File: src/rtl/voice_sched_pkg.sv
// Shared constants, state encodings and the note-to-increment generator.
// Latency: n/a (declarations only).
// Backpressure: n/a.
package voice_sched_pkg;

    localparam logic [7:0] MIDI_NOTE_ON  = 8'h90;
    localparam logic [7:0] MIDI_NOTE_OFF = 8'h80;

    localparam int DEF_NUM_VOICES = 8;
    localparam int DEF_PHASE_W    = 32;
    localparam int DEF_ROM_ADDR_W = 10;
    localparam int DEF_SAMPLE_W   = 24;
    localparam int DEF_TICK_DIV   = 100;
    localparam int DEF_CLK_HZ     = 50_000_000;

    localparam int NOTE_W = 7;
    localparam int VEL_W  = 7;
    localparam int MIX_W  = 8;
    localparam int ACC_W  = 18;

    // 2^(1/12): one equal-tempered semitone
    localparam real SEMITONE = 1.0594630943592953;

    typedef enum logic [1:0] {P_IDLE, P_NOTE, P_VEL} parse_state_e;
    typedef enum logic [1:0] {S_IDLE, S_ISSUE, S_DRAIN, S_OUT} seq_state_e;

    // inc = round(2^phase_w * f_note / f_s), f_note = 440*2^((n-69)/12), f_s = clk_hz/tick_div.
    // Evaluated at elaboration only; the integer split keeps results above 2^31 exact.
    function automatic logic [63:0] calc_note_inc(input int note, input int phase_w,
                                                  input int tick_div, input int clk_hz);
        real f;
        real inc;
        int  hi;
        int  lo;
        f = 440.0;
        for (int i = 69; i < note; i++) f = f * SEMITONE;
        for (int i = note; i < 69; i++) f = f / SEMITONE;
        inc = f * $itor(tick_div) / $itor(clk_hz);
        for (int i = 0; i < phase_w; i++) inc = inc * 2.0;
        inc = inc + 0.5;
        hi  = $rtoi(inc / 65536.0);
        lo  = $rtoi(inc - $itor(hi) * 65536.0);
        return (64'(hi) << 16) + 64'(lo);
    endfunction

endpackage

File: src/rtl/voice_scheduler_if.sv
// MIDI input, shared ROM port and mixer output bundle of the voice scheduler.
// Latency: n/a (wiring only).
// Backpressure: none; every signal is a strobe or a level.
interface voice_scheduler_if import voice_sched_pkg::*; #(
    parameter int NUM_VOICES = DEF_NUM_VOICES,
    parameter int ROM_ADDR_W = DEF_ROM_ADDR_W,
    parameter int SAMPLE_W   = DEF_SAMPLE_W
);
    logic                  midi_valid;
    logic [7:0]            midi_byte;
    logic [ROM_ADDR_W-1:0] rom_addr;
    logic [SAMPLE_W-1:0]   rom_q;
    logic [MIX_W-1:0]      mix_out;
    logic                  mix_valid;
    logic [NUM_VOICES-1:0] voice_active;
    logic                  note_drop;

    modport slave (
        input  midi_valid, midi_byte, rom_q,
        output rom_addr, mix_out, mix_valid, voice_active, note_drop
    );

    modport master (
        output midi_valid, midi_byte, rom_q,
        input  rom_addr, mix_out, mix_valid, voice_active, note_drop
    );
endinterface

File: src/rtl/voice_scheduler_note_inc_lut.sv
// Combinational MIDI note -> phase increment lookup (128 entries).
// Latency: 0 cycles.
// Backpressure: none.
module note_inc_lut import voice_sched_pkg::*; #(
    parameter int PHASE_W  = DEF_PHASE_W,
    parameter int TICK_DIV = DEF_TICK_DIV,
    parameter int CLK_HZ   = DEF_CLK_HZ
) (
    input  logic [NOTE_W-1:0]  note_i,
    output logic [PHASE_W-1:0] inc_o
);
    logic [PHASE_W-1:0] inc_table [128];

    for (genvar g = 0; g < 128; g++) begin : g_tab
        localparam logic [63:0] INC = calc_note_inc(g, PHASE_W, TICK_DIV, CLK_HZ);
        assign inc_table[g] = INC[PHASE_W-1:0];
    end

    assign inc_o = inc_table[note_i];
endmodule

File: src/rtl/voice_scheduler.sv
// Polyphonic MIDI voice allocator + per-tick time-multiplexed wavetable scan and mixer.
// Latency: commit visible 1 cycle after the velocity byte; mix_valid N+2 cycles after a tick.
// Backpressure: none; MIDI bytes are accepted every cycle, full voice table pulses note_drop.
module voice_scheduler import voice_sched_pkg::*; #(
    parameter int NUM_VOICES = DEF_NUM_VOICES,
    parameter int PHASE_W    = DEF_PHASE_W,
    parameter int ROM_ADDR_W = DEF_ROM_ADDR_W,
    parameter int SAMPLE_W   = DEF_SAMPLE_W,
    parameter int TICK_DIV   = DEF_TICK_DIV,
    parameter int CLK_HZ     = DEF_CLK_HZ
) (
    input logic              clk,
    input logic              reset,
    voice_scheduler_if.slave bus
);
    localparam int VIDX_W = $clog2(NUM_VOICES);
    localparam int CNT_W  = $clog2(TICK_DIV);

    // ---------------- MIDI parser ----------------
    parse_state_e       p_state_q, p_state_d;
    logic               cmd_on_q, cmd_on_d;
    logic [NOTE_W-1:0]  p_note_q, p_note_d;
    logic               commit;
    logic [VEL_W-1:0]   commit_vel;
    logic               note_on_cmt;
    logic               note_off_cmt;

    // Parser next state: status bytes always restart, data bytes advance NOTE -> VEL -> commit
    always_comb begin
        p_state_d = p_state_q;
        cmd_on_d  = cmd_on_q;
        p_note_d  = p_note_q;
        commit    = 1'b0;
        if (bus.midi_valid) begin
            if (bus.midi_byte[7]) begin
                p_state_d = P_IDLE;
                if (bus.midi_byte == MIDI_NOTE_ON) begin
                    cmd_on_d  = 1'b1;
                    p_state_d = P_NOTE;
                end else if (bus.midi_byte == MIDI_NOTE_OFF) begin
                    cmd_on_d  = 1'b0;
                    p_state_d = P_NOTE;
                end
            end else begin
                case (p_state_q)
                    P_NOTE: begin
                        p_note_d  = bus.midi_byte[NOTE_W-1:0];
                        p_state_d = P_VEL;
                    end
                    P_VEL: begin
                        commit    = 1'b1;
                        p_state_d = P_IDLE;
                    end
                    default: ;
                endcase
            end
        end
    end

    // Parser state register
    always_ff @(posedge clk) begin
        if (reset) begin
            p_state_q <= P_IDLE;
            cmd_on_q  <= 1'b0;
            p_note_q  <= '0;
        end else begin
            p_state_q <= p_state_d;
            cmd_on_q  <= cmd_on_d;
            p_note_q  <= p_note_d;
        end
    end

    assign commit_vel   = bus.midi_byte[VEL_W-1:0];
    assign note_on_cmt  = commit && cmd_on_q && (commit_vel != '0);
    assign note_off_cmt = commit && !note_on_cmt;

    // ---------------- voice table ----------------
    logic [NUM_VOICES-1:0] active_q;
    logic [NOTE_W-1:0]     v_note_q  [NUM_VOICES];
    logic [VEL_W-1:0]      v_vel_q   [NUM_VOICES];
    logic [PHASE_W-1:0]    v_inc_q   [NUM_VOICES];
    logic [PHASE_W-1:0]    phase_q   [NUM_VOICES];
    logic                  note_drop_q;
    logic                  hit_any, free_any;
    logic [VIDX_W-1:0]     hit_idx, free_idx;
    logic [PHASE_W-1:0]    new_inc;

    note_inc_lut #(
        .PHASE_W  (PHASE_W),
        .TICK_DIV (TICK_DIV),
        .CLK_HZ   (CLK_HZ)
    ) u_note_inc_lut (
        .note_i (p_note_q),
        .inc_o  (new_inc)
    );

    // Lowest-index active voice holding the parsed note, and lowest-index free voice
    always_comb begin
        hit_any  = 1'b0;
        free_any = 1'b0;
        hit_idx  = '0;
        free_idx = '0;
        for (int i = NUM_VOICES - 1; i >= 0; i--) begin
            if (active_q[i] && (v_note_q[i] == p_note_q)) begin
                hit_any = 1'b1;
                hit_idx = VIDX_W'(i);
            end
            if (!active_q[i]) begin
                free_any = 1'b1;
                free_idx = VIDX_W'(i);
            end
        end
    end

    // ---------------- tick counter and scan sequencer ----------------
    seq_state_e         s_state_q, s_state_d;
    logic [CNT_W-1:0]   tick_cnt_q;
    logic               tick;
    logic [VIDX_W-1:0]  slot_q, slot_d;
    logic               issue;

    assign tick = (tick_cnt_q == CNT_W'(TICK_DIV - 1));

    // Tick counter: free-running 0..TICK_DIV-1
    always_ff @(posedge clk) begin
        if (reset)     tick_cnt_q <= '0;
        else if (tick) tick_cnt_q <= '0;
        else           tick_cnt_q <= tick_cnt_q + CNT_W'(1);
    end

    // Sequencer next state: one issue slot per voice, then drain the ROM pipe and publish
    always_comb begin
        s_state_d = s_state_q;
        slot_d    = slot_q;
        issue     = 1'b0;
        case (s_state_q)
            S_IDLE: begin
                if (tick) begin
                    s_state_d = S_ISSUE;
                    slot_d    = '0;
                end
            end
            S_ISSUE: begin
                issue  = 1'b1;
                slot_d = slot_q + VIDX_W'(1);
                if (slot_q == VIDX_W'(NUM_VOICES - 1)) s_state_d = S_DRAIN;
            end
            S_DRAIN: s_state_d = S_OUT;
            S_OUT:   s_state_d = S_IDLE;
            default: s_state_d = S_IDLE;
        endcase
    end

    // Sequencer state register
    always_ff @(posedge clk) begin
        if (reset) begin
            s_state_q <= S_IDLE;
            slot_q    <= '0;
        end else begin
            s_state_q <= s_state_d;
            slot_q    <= slot_d;
        end
    end

    // Voice table update; a commit to the slot being issued overrides its phase advance
    always_ff @(posedge clk) begin
        if (reset) begin
            active_q    <= '0;
            note_drop_q <= 1'b0;
            for (int i = 0; i < NUM_VOICES; i++) begin
                v_note_q[i] <= '0;
                v_vel_q[i]  <= '0;
                v_inc_q[i]  <= '0;
                phase_q[i]  <= '0;
            end
        end else begin
            note_drop_q <= note_on_cmt && !hit_any && !free_any;
            if (issue && active_q[slot_q]) phase_q[slot_q] <= phase_q[slot_q] + v_inc_q[slot_q];
            if (note_on_cmt) begin
                if (hit_any) begin
                    v_vel_q[hit_idx] <= commit_vel;
                    phase_q[hit_idx] <= '0;
                end else if (free_any) begin
                    active_q[free_idx] <= 1'b1;
                    v_note_q[free_idx] <= p_note_q;
                    v_vel_q[free_idx]  <= commit_vel;
                    v_inc_q[free_idx]  <= new_inc;
                    phase_q[free_idx]  <= '0;
                end
            end else if (note_off_cmt && hit_any) begin
                active_q[hit_idx] <= 1'b0;
                phase_q[hit_idx]  <= '0;
            end
        end
    end

    // ---------------- ROM address, pipeline and mixer ----------------
    logic [ROM_ADDR_W-1:0] cur_addr;
    logic [ROM_ADDR_W-1:0] addr_hold_q;
    logic                  pipe_vld_q, pipe_act_q;
    logic [VEL_W-1:0]      pipe_vel_q;
    logic [7:0]            rom_top;
    logic [14:0]           prod;
    logic [ACC_W-1:0]      acc_q, acc_d;
    logic [MIX_W-1:0]      mix_out_q;
    logic                  mix_valid_q;
    logic                  unused_rom_lsbs;

    assign cur_addr        = phase_q[slot_q][PHASE_W-1 -: ROM_ADDR_W];
    assign rom_top         = bus.rom_q[SAMPLE_W-1 -: 8];
    assign unused_rom_lsbs = ^bus.rom_q[SAMPLE_W-9:0];
    assign prod            = {7'd0, rom_top} * {8'd0, pipe_vel_q};

    // Accumulator next value: add the returning slot, clear once the mix is published
    always_comb begin
        acc_d = acc_q;
        if (pipe_vld_q && pipe_act_q) acc_d = acc_q + ACC_W'(prod);
        if (s_state_q == S_OUT)       acc_d = '0;
    end

    // Slot pipeline aligned to rom_q, address hold, accumulator and published mix
    always_ff @(posedge clk) begin
        if (reset) begin
            addr_hold_q <= '0;
            pipe_vld_q  <= 1'b0;
            pipe_act_q  <= 1'b0;
            pipe_vel_q  <= '0;
            acc_q       <= '0;
            mix_out_q   <= '0;
            mix_valid_q <= 1'b0;
        end else begin
            if (issue) addr_hold_q <= cur_addr;
            pipe_vld_q  <= issue;
            pipe_act_q  <= active_q[slot_q];
            pipe_vel_q  <= v_vel_q[slot_q];
            acc_q       <= acc_d;
            mix_valid_q <= (s_state_q == S_DRAIN);
            if (s_state_q == S_DRAIN) mix_out_q <= acc_d[ACC_W-1 -: MIX_W];
        end
    end

    assign bus.rom_addr     = issue ? cur_addr : addr_hold_q;
    assign bus.mix_out      = mix_out_q;
    assign bus.mix_valid    = mix_valid_q;
    assign bus.voice_active = active_q;
    assign bus.note_drop    = note_drop_q;
endmodule
File: src/flat_wrapper.sv
// flat-port wrapper written by rule: the top's interface ports become plain ports
module voice_scheduler_flat import voice_sched_pkg::*;
#(
    parameter int NUM_VOICES = DEF_NUM_VOICES,
    parameter int PHASE_W    = DEF_PHASE_W,
    parameter int ROM_ADDR_W = DEF_ROM_ADDR_W,
    parameter int SAMPLE_W   = DEF_SAMPLE_W,
    parameter int TICK_DIV   = DEF_TICK_DIV,
    parameter int CLK_HZ     = DEF_CLK_HZ
)
  (clk, reset, bus_midi_valid, bus_midi_byte, bus_rom_q, bus_rom_addr, bus_mix_out, bus_mix_valid, bus_voice_active, bus_note_drop);
  voice_scheduler_if #(.NUM_VOICES(NUM_VOICES), .ROM_ADDR_W(ROM_ADDR_W), .SAMPLE_W(SAMPLE_W)) bus_i ();
  input logic clk;
  input logic reset;
  input wire logic [$bits(bus_i.midi_valid)-1:0] bus_midi_valid;
  input wire logic [$bits(bus_i.midi_byte)-1:0] bus_midi_byte;
  input wire logic [$bits(bus_i.rom_q)-1:0] bus_rom_q;
  output wire logic [$bits(bus_i.rom_addr)-1:0] bus_rom_addr;
  output wire logic [$bits(bus_i.mix_out)-1:0] bus_mix_out;
  output wire logic [$bits(bus_i.mix_valid)-1:0] bus_mix_valid;
  output wire logic [$bits(bus_i.voice_active)-1:0] bus_voice_active;
  output wire logic [$bits(bus_i.note_drop)-1:0] bus_note_drop;
  assign bus_i.midi_valid = bus_midi_valid;
  assign bus_i.midi_byte = bus_midi_byte;
  assign bus_i.rom_q = bus_rom_q;
  assign bus_rom_addr = bus_i.rom_addr;
  assign bus_mix_out = bus_i.mix_out;
  assign bus_mix_valid = bus_i.mix_valid;
  assign bus_voice_active = bus_i.voice_active;
  assign bus_note_drop = bus_i.note_drop;
  voice_scheduler #(.NUM_VOICES(NUM_VOICES), .PHASE_W(PHASE_W), .ROM_ADDR_W(ROM_ADDR_W), .SAMPLE_W(SAMPLE_W), .TICK_DIV(TICK_DIV), .CLK_HZ(CLK_HZ)) u_core (.clk(clk), .reset(reset), .bus(bus_i));
endmodule
File: config.mk
export PLATFORM = sky130hd
export DESIGN_NAME = voice_scheduler_flat
export DESIGN_NICKNAME = d
export VERILOG_FILES = /design/src/rtl/voice_sched_pkg.sv /design/src/rtl/voice_scheduler_if.sv /design/src/rtl/voice_scheduler_note_inc_lut.sv /design/src/rtl/voice_scheduler.sv /design/src/flat_wrapper.sv
export SDC_FILE = /design/constraint.sdc
export NUM_CORES = 2
export LEC_CHECK = 0
export CELL_PAD_IN_SITES_DETAIL_PLACEMENT = 2
export CELL_PAD_IN_SITES_GLOBAL_PLACEMENT = 2
export CORE_MARGIN = 2
export CORE_UTILIZATION = 38
export DETAILED_ROUTE_END_ITERATION = 6
export GPL_TIMING_DRIVEN = 0
export PLACE_DENSITY = 0.76
export SLEW_MARGIN = 20
export SYNTH_ARGS = -nofsm -noshare
export SYNTH_HDL_FRONTEND = slang
export SYNTH_SLANG_ARGS = --single-unit
File: constraint.sdc
create_clock -name clk -period 5.35 [get_ports clk]
set_input_delay 1.07 -clock clk [delete_from_list [all_inputs] [get_ports clk]]
set_output_delay 1.07 -clock clk [all_outputs]
set_load 0.02 [all_outputs]
==> metrics.txt <==
# TYPE chip_impl_metric gauge
chip_impl_metric{name="first_pass_grt_wire_length",unit="um"} 225600
chip_impl_metric{name="synth_warn",unit=""} 0
chip_impl_metric{name="tritoncts.num_buffers",unit=""} 78
chip_impl_metric{name="synth-async-reset-ratio",unit=""} 0
chip_impl_metric{name="hold_buffers",unit=""} 0
chip_impl_metric{name="initialDrtViolationCount",unit=""} 2641
chip_impl_info{name="hold_start",value="u_core.bus.mix_out[0]"} 1
chip_impl_metric{name="worst_ep_arrival_time",unit="ns"} 5.68
chip_impl_metric{name="utilization",unit=""} 0.4400
chip_impl_metric{name="total_routing_usage_reported_by_global_routing",unit=""} 0.3209
chip_impl_metric{name="num-fill-cells",unit=""} 9811
chip_impl_metric{name="power.static_leakage",unit="uW"} 0.01522
chip_impl_metric{name="post_synthesis_cell_count",unit=""} 3609
chip_impl_metric{name="gr-usage-met3",unit=""} 0.03848
chip_impl_metric{name="multi_input_comb_area",unit="um2"} 17950
chip_impl_info{name="clock_tree_root",value="clkbuf_16"} 1
chip_impl_metric{name="via_per_inst",unit=""} 6.037
chip_impl_metric{name="finalHoldViolations",unit=""} 0
chip_impl_info{name="global_route.peak_usage_layer",value="met2"} 1
chip_impl_metric{name="clock_latency",unit="ns"} 0.66
chip_impl_metric{name="synth_register_bits",unit=""} 664
chip_impl_metric{name="final_max_slew_viol_count",unit=""} 0
chip_impl_metric{name="area_growth_syn_to_layout",unit="%"} 14.97
chip_impl_metric{name="max_freq",unit="MHz"} 191.5
chip_impl_info{name="cts_tree",value="done"} 1
chip_impl_metric{name="fp.dieArea",unit="um2"} 96320
chip_impl_metric{name="seqCellArea",unit="um2"} 16580
chip_impl_metric{name="vdd.ir_drop.worst",unit="mV"} 0.2006
chip_impl_metric{name="final_period_minus_worst_setup_slack",unit="ns"} 5.221
chip_impl_metric{name="grt_start_max_net_pins",unit=""} 35
chip_impl_metric{name="num_vias",unit=""} 30600
chip_impl_info{name="synth_top_cells_by_area",value="edfxtp_1 (28%), dfxtp_1 (19%), mux4_2 (9.1%)"} 1
chip_impl_metric{name="cts_max_level",unit=""} 3
chip_impl_metric{name="initial_utilization",unit=""} 0.3827
chip_impl_metric{name="drc_errors",unit=""} 0
chip_impl_info{name="crit_type",value="flop to flop"} 1
chip_impl_metric{name="synth-edff-count",unit=""} 328
chip_impl_metric{name="reg2reg_depth",unit=""} 17
chip_impl_metric{name="synth.lib_cells_used.distinct",unit=""} 79
chip_impl_metric{name="final_min_period_over_clock_period",unit=""} 0.9758
chip_impl_metric{name="max_cap_violations",unit=""} 0
chip_impl_metric{name="global_route.usage.met2",unit=""} 0.5482
chip_impl_info{name="worst_path_max_delay_cell",value="dfxtp_4"} 1
chip_impl_metric{name="die_y",unit="um"} 310.4
chip_impl_metric{name="avgSynthCellArea",unit="um2"} 9.882
chip_impl_info{name="crit_path_frequent_cell",value="buf_4"} 1
chip_impl_metric{name="post_route_cells_drive_above_1_share",unit=""} 0.1284
chip_impl_metric{name="post-place-ws",unit="ns"} -2.589
chip_impl_metric{name="routabilityCongestion",unit=""} 0.9725
chip_impl_metric{name="crit_fanout",unit=""} 10
chip_impl_info{name="synth.cells.most_frequent",value="nor2_1 (729), dfxtp_1 (336), edfxtp_1 (328)"} 1
chip_impl_metric{name="crit_required",unit="ns"} 5.81
chip_impl_metric{name="die_width",unit="um"} 310.4
chip_impl_info{name="crit_chain",value="clkbuf_4 -> clkbuf_4 -> buf_4 -> mux4_2 -> mux2_2 -> ha_1 -> clkbuf_1 -> nand2_2 -> o31ai_1 -> a32o_1 -> a2111oi_4 -> o41a_1 -> buf_4 -> nor3_1 -> xor2_2 -> buf_4 -> o22ai_1"} 1
chip_impl_metric{name="clockBufferDepth",unit=""} 3
chip_impl_metric{name="initial_antenna_violation_count",unit=""} 2
chip_impl_metric{name="setup.reg_to_reg.worst_slack",unit="ns"} 0.13
chip_impl_metric{name="vias_in_the_first_global_route",unit=""} 32990
chip_impl_metric{name="antenna_violating_nets_post_route",unit=""} 0
chip_impl_metric{name="netlist.area_leader.share",unit=""} 0.2762
chip_impl_metric{name="design.core.area",unit="um2"} 93190
chip_impl_info{name="worst_r2r_endpoint",value="u_core.phase_q[3][30]"} 1
chip_impl_metric{name="clock_sink_count",unit=""} 664
chip_impl_metric{name="met1_usage",unit=""} 0.4070
chip_impl_metric{name="inserted_diodes",unit=""} 0
chip_impl_info{name="post_synthesis_cell_type_with_the_largest_combined_area",value="edfxtp_1"} 1
chip_impl_metric{name="final_setup_violations",unit=""} 0
chip_impl_metric{name="finalWorstSetupSlack",unit="ns"} 0.1293
chip_impl_metric{name="max_slew_margin",unit=""} 0.1701
chip_impl_metric{name="routed_wire_length_per_instance",unit="um"} 30.41
chip_impl_metric{name="wirelength_routed",unit="um"} 154100
chip_impl_metric{name="worst_clock_skew",unit="ns"} 0.04276
chip_impl_metric{name="postSynthNetCount",unit=""} 3774
chip_impl_metric{name="dp.final_hpwl",unit="um"} 110100
chip_impl_metric{name="power_density",unit="nW/um2"} 287.7
chip_impl_metric{name="fin_nets",unit=""} 3916
chip_impl_info{name="outcome",value="finished clean"} 1
chip_impl_metric{name="final_instance_area",unit="um2"} 41010
chip_impl_metric{name="portBuffers",unit=""} 46
chip_impl_metric{name="portion_of_the_post_synthesis_area_used_by_sequential_elements",unit=""} 0.4648
chip_impl_metric{name="syn_area",unit="um2"} 35670
chip_impl_info{name="holdCritPathClass",value="flop to flop"} 1
chip_impl_metric{name="placementRows",unit=""} 112
chip_impl_info{name="worstSetupEndpointType",value="flop"} 1
chip_impl_info{name="synth_ff_type",value="dfxtp_1"} 1
chip_impl_metric{name="drt_first_pass_iters",unit=""} 5
chip_impl_metric{name="worst-slew-pin-transition",unit="ns"} 1.237
chip_impl_metric{name="worst_hold_path.num_cells",unit=""} 2
chip_impl_metric{name="clock_transition_at_the_registers_of_the_reported_paths",unit="ns"} 0.06
chip_impl_info{name="min_to",value="u_core.bus.mix_out[0]"} 1
chip_impl_metric{name="io_pins",unit=""} 63
chip_impl_metric{name="placed_cell_area",unit="um2"} 37980
chip_impl_info{name="synthMostInstantiatedCell",value="nor2_1"} 1
chip_impl_metric{name="critPathMaxStageDelay",unit="ns"} 0.47
chip_impl_metric{name="worst_hold_slack",unit="ns"} 0.4562
chip_impl_metric{name="grt_overflow",unit=""} 0
chip_impl_info{name="critPathLaunchType",value="flop"} 1
[registers in the layout (all words and copies together), names as in the netlist, 2 cells and up, named ones only]
signal / count
u_core.acc_q: 18
u_core.addr_hold_q: 10
u_core.bus.mix_out: 8
u_core.bus.voice_active: 8
u_core.p_note_q: 7
u_core.p_state_q: 2
u_core.phase_q: 256
u_core.pipe_vel_q: 7
u_core.s_state_q: 2
u_core.slot_q: 3
u_core.tick_cnt_q: 7
u_core.v_inc_q: 216
u_core.v_note_q: 56
u_core.v_vel_q: 56
[cells in the final DEF, fill, tap and decap left out, types with 11 or more instances in the layout]
master           synthesis  routed
nor2_1                 729     729
dfxtp_1                336     335
edfxtp_1               328     328
a21oi_1                307     299
clkbuf_1               197     189
nand2_1                188     179
mux4_2                 144     144
and3_1                 135     135
inv_1                  109     109
and2_1                 110     108
o21ai_0                109      99
a31oi_1                 85      85
nand3_1                 81      81
ha_1                    87      81
clkbuf_16                0      81
xnor2_1                 70      64
mux2_2                  55      55
fa_1                    43      43
o22ai_1                 38      38
clkdlybuf4s50_1          0      38
mux2i_1                 41      37
a211oi_1                36      32
nor3_1                  33      29
buf_4                    9      28
buf_1                   41      28
nand4_1                 25      25
buf_2                   20      23
nor2b_1                 22      22
nand2b_1                20      20
xor2_1                  25      19
o21a_1                  19      19
a21o_1                  16      16
clkbuf_8                 0      14
o21ai_1                  4      14
o211ai_1                14      14
clkinv_2                 0      14
clkbuf_2                 0      11
[critical path: cells and delay by family (launching register included)]
| kind | cells | cell delay [ns] |
|---|---|---|
| AOI/OAI and AO/OA | 5 | 1.17 |
| xor gates and xnor gates | 1 | 0.16 |
| adders and majority gates | 1 | 0.29 |
| buffers and inverters | 6 | 1.72 |
| DFF | 1 | 0.47 |
| muxes | 2 | 0.69 |
| and+or+nand+nor | 2 | 0.49 |
[logic make-up after synthesis]
family          share of synthesized area
compound gates                     0.1183
buf+inv                           0.04143
flops                              0.4648
mux                                0.1198
xor+xnor                          0.02333
fa+ha+maj                         0.05466
simple gates                       0.1777
[how the worst max path moves through the flow]
stage / startpoint / end / slack [ns] / cells past startpoint
after floorplan: bus_rom_q[21] / u_core.bus.mix_out[7] / 0.05 / 19
after detailed placement: flop / u_core.phase_q[4][28] / -2.59 / 17
after global routing: bus_rom_q[21] / u_core.acc_q[17] / -0.03 / 20
after global placement: flop / u_core.phase_q[1][23] / -2.46 / 16
after CTS: bus_midi_valid / u_core.v_inc_q[7][14] / 0.01 / 10
final: flop / u_core.phase_q[3][30] / 0.13 / 17
[report_power, final]
part           internal (uW)  switching, uW  total, uW  leakage [uW]
sequential              5460           59.3       5520       0.00588
combinational            251            452        703       0.00804
clock                   3250           2330       5570       0.00129
[per-stage QoR]
| step | total power [uW] | TNS (ns) | instances |
|---|---|---|---|
| detailed placement | 6319 | -473.26 | 4918 |
| finish | 11800 | 0 | 5069 |
| global placement | 6266 | -822.60 | 4909 |
| floorplan | 5999 | 0 | 3609 |
| CTS | 11850 | 0 | 5068 |
| global route | 12130 | -0.04187 | 5069 |
[metal layers]
metal,wire [um],vias up
met5,13,-
met4,7261,2
met3,7966,361
met2,74660,1070
met1,64220,15980
li1,-,13190
[cell type report]
type | instances | area share
Buffer | 264 | 0.02911
Clock buffer | 109 | 0.05505
Clock inverter | 35 | 0.008849
Inverter | 111 | 0.01016
Multi-Input combinational cell | 2567 | 0.4378
Sequential cell | 664 | 0.4043
Tap cell | 1254 | 0.03826
Timing Repair Buffer | 65 | 0.01648
[timing repair]
item | in CTS | in global routing
endpoints found under the setup margin | 259 | 331
resized for setup | 94 | 53
setup buffers | 8 | 2
pin swaps | 8 | 9
hold endpoints to repair | 0 | 0
No activity file was read; power rests on OpenSTA's default activity.
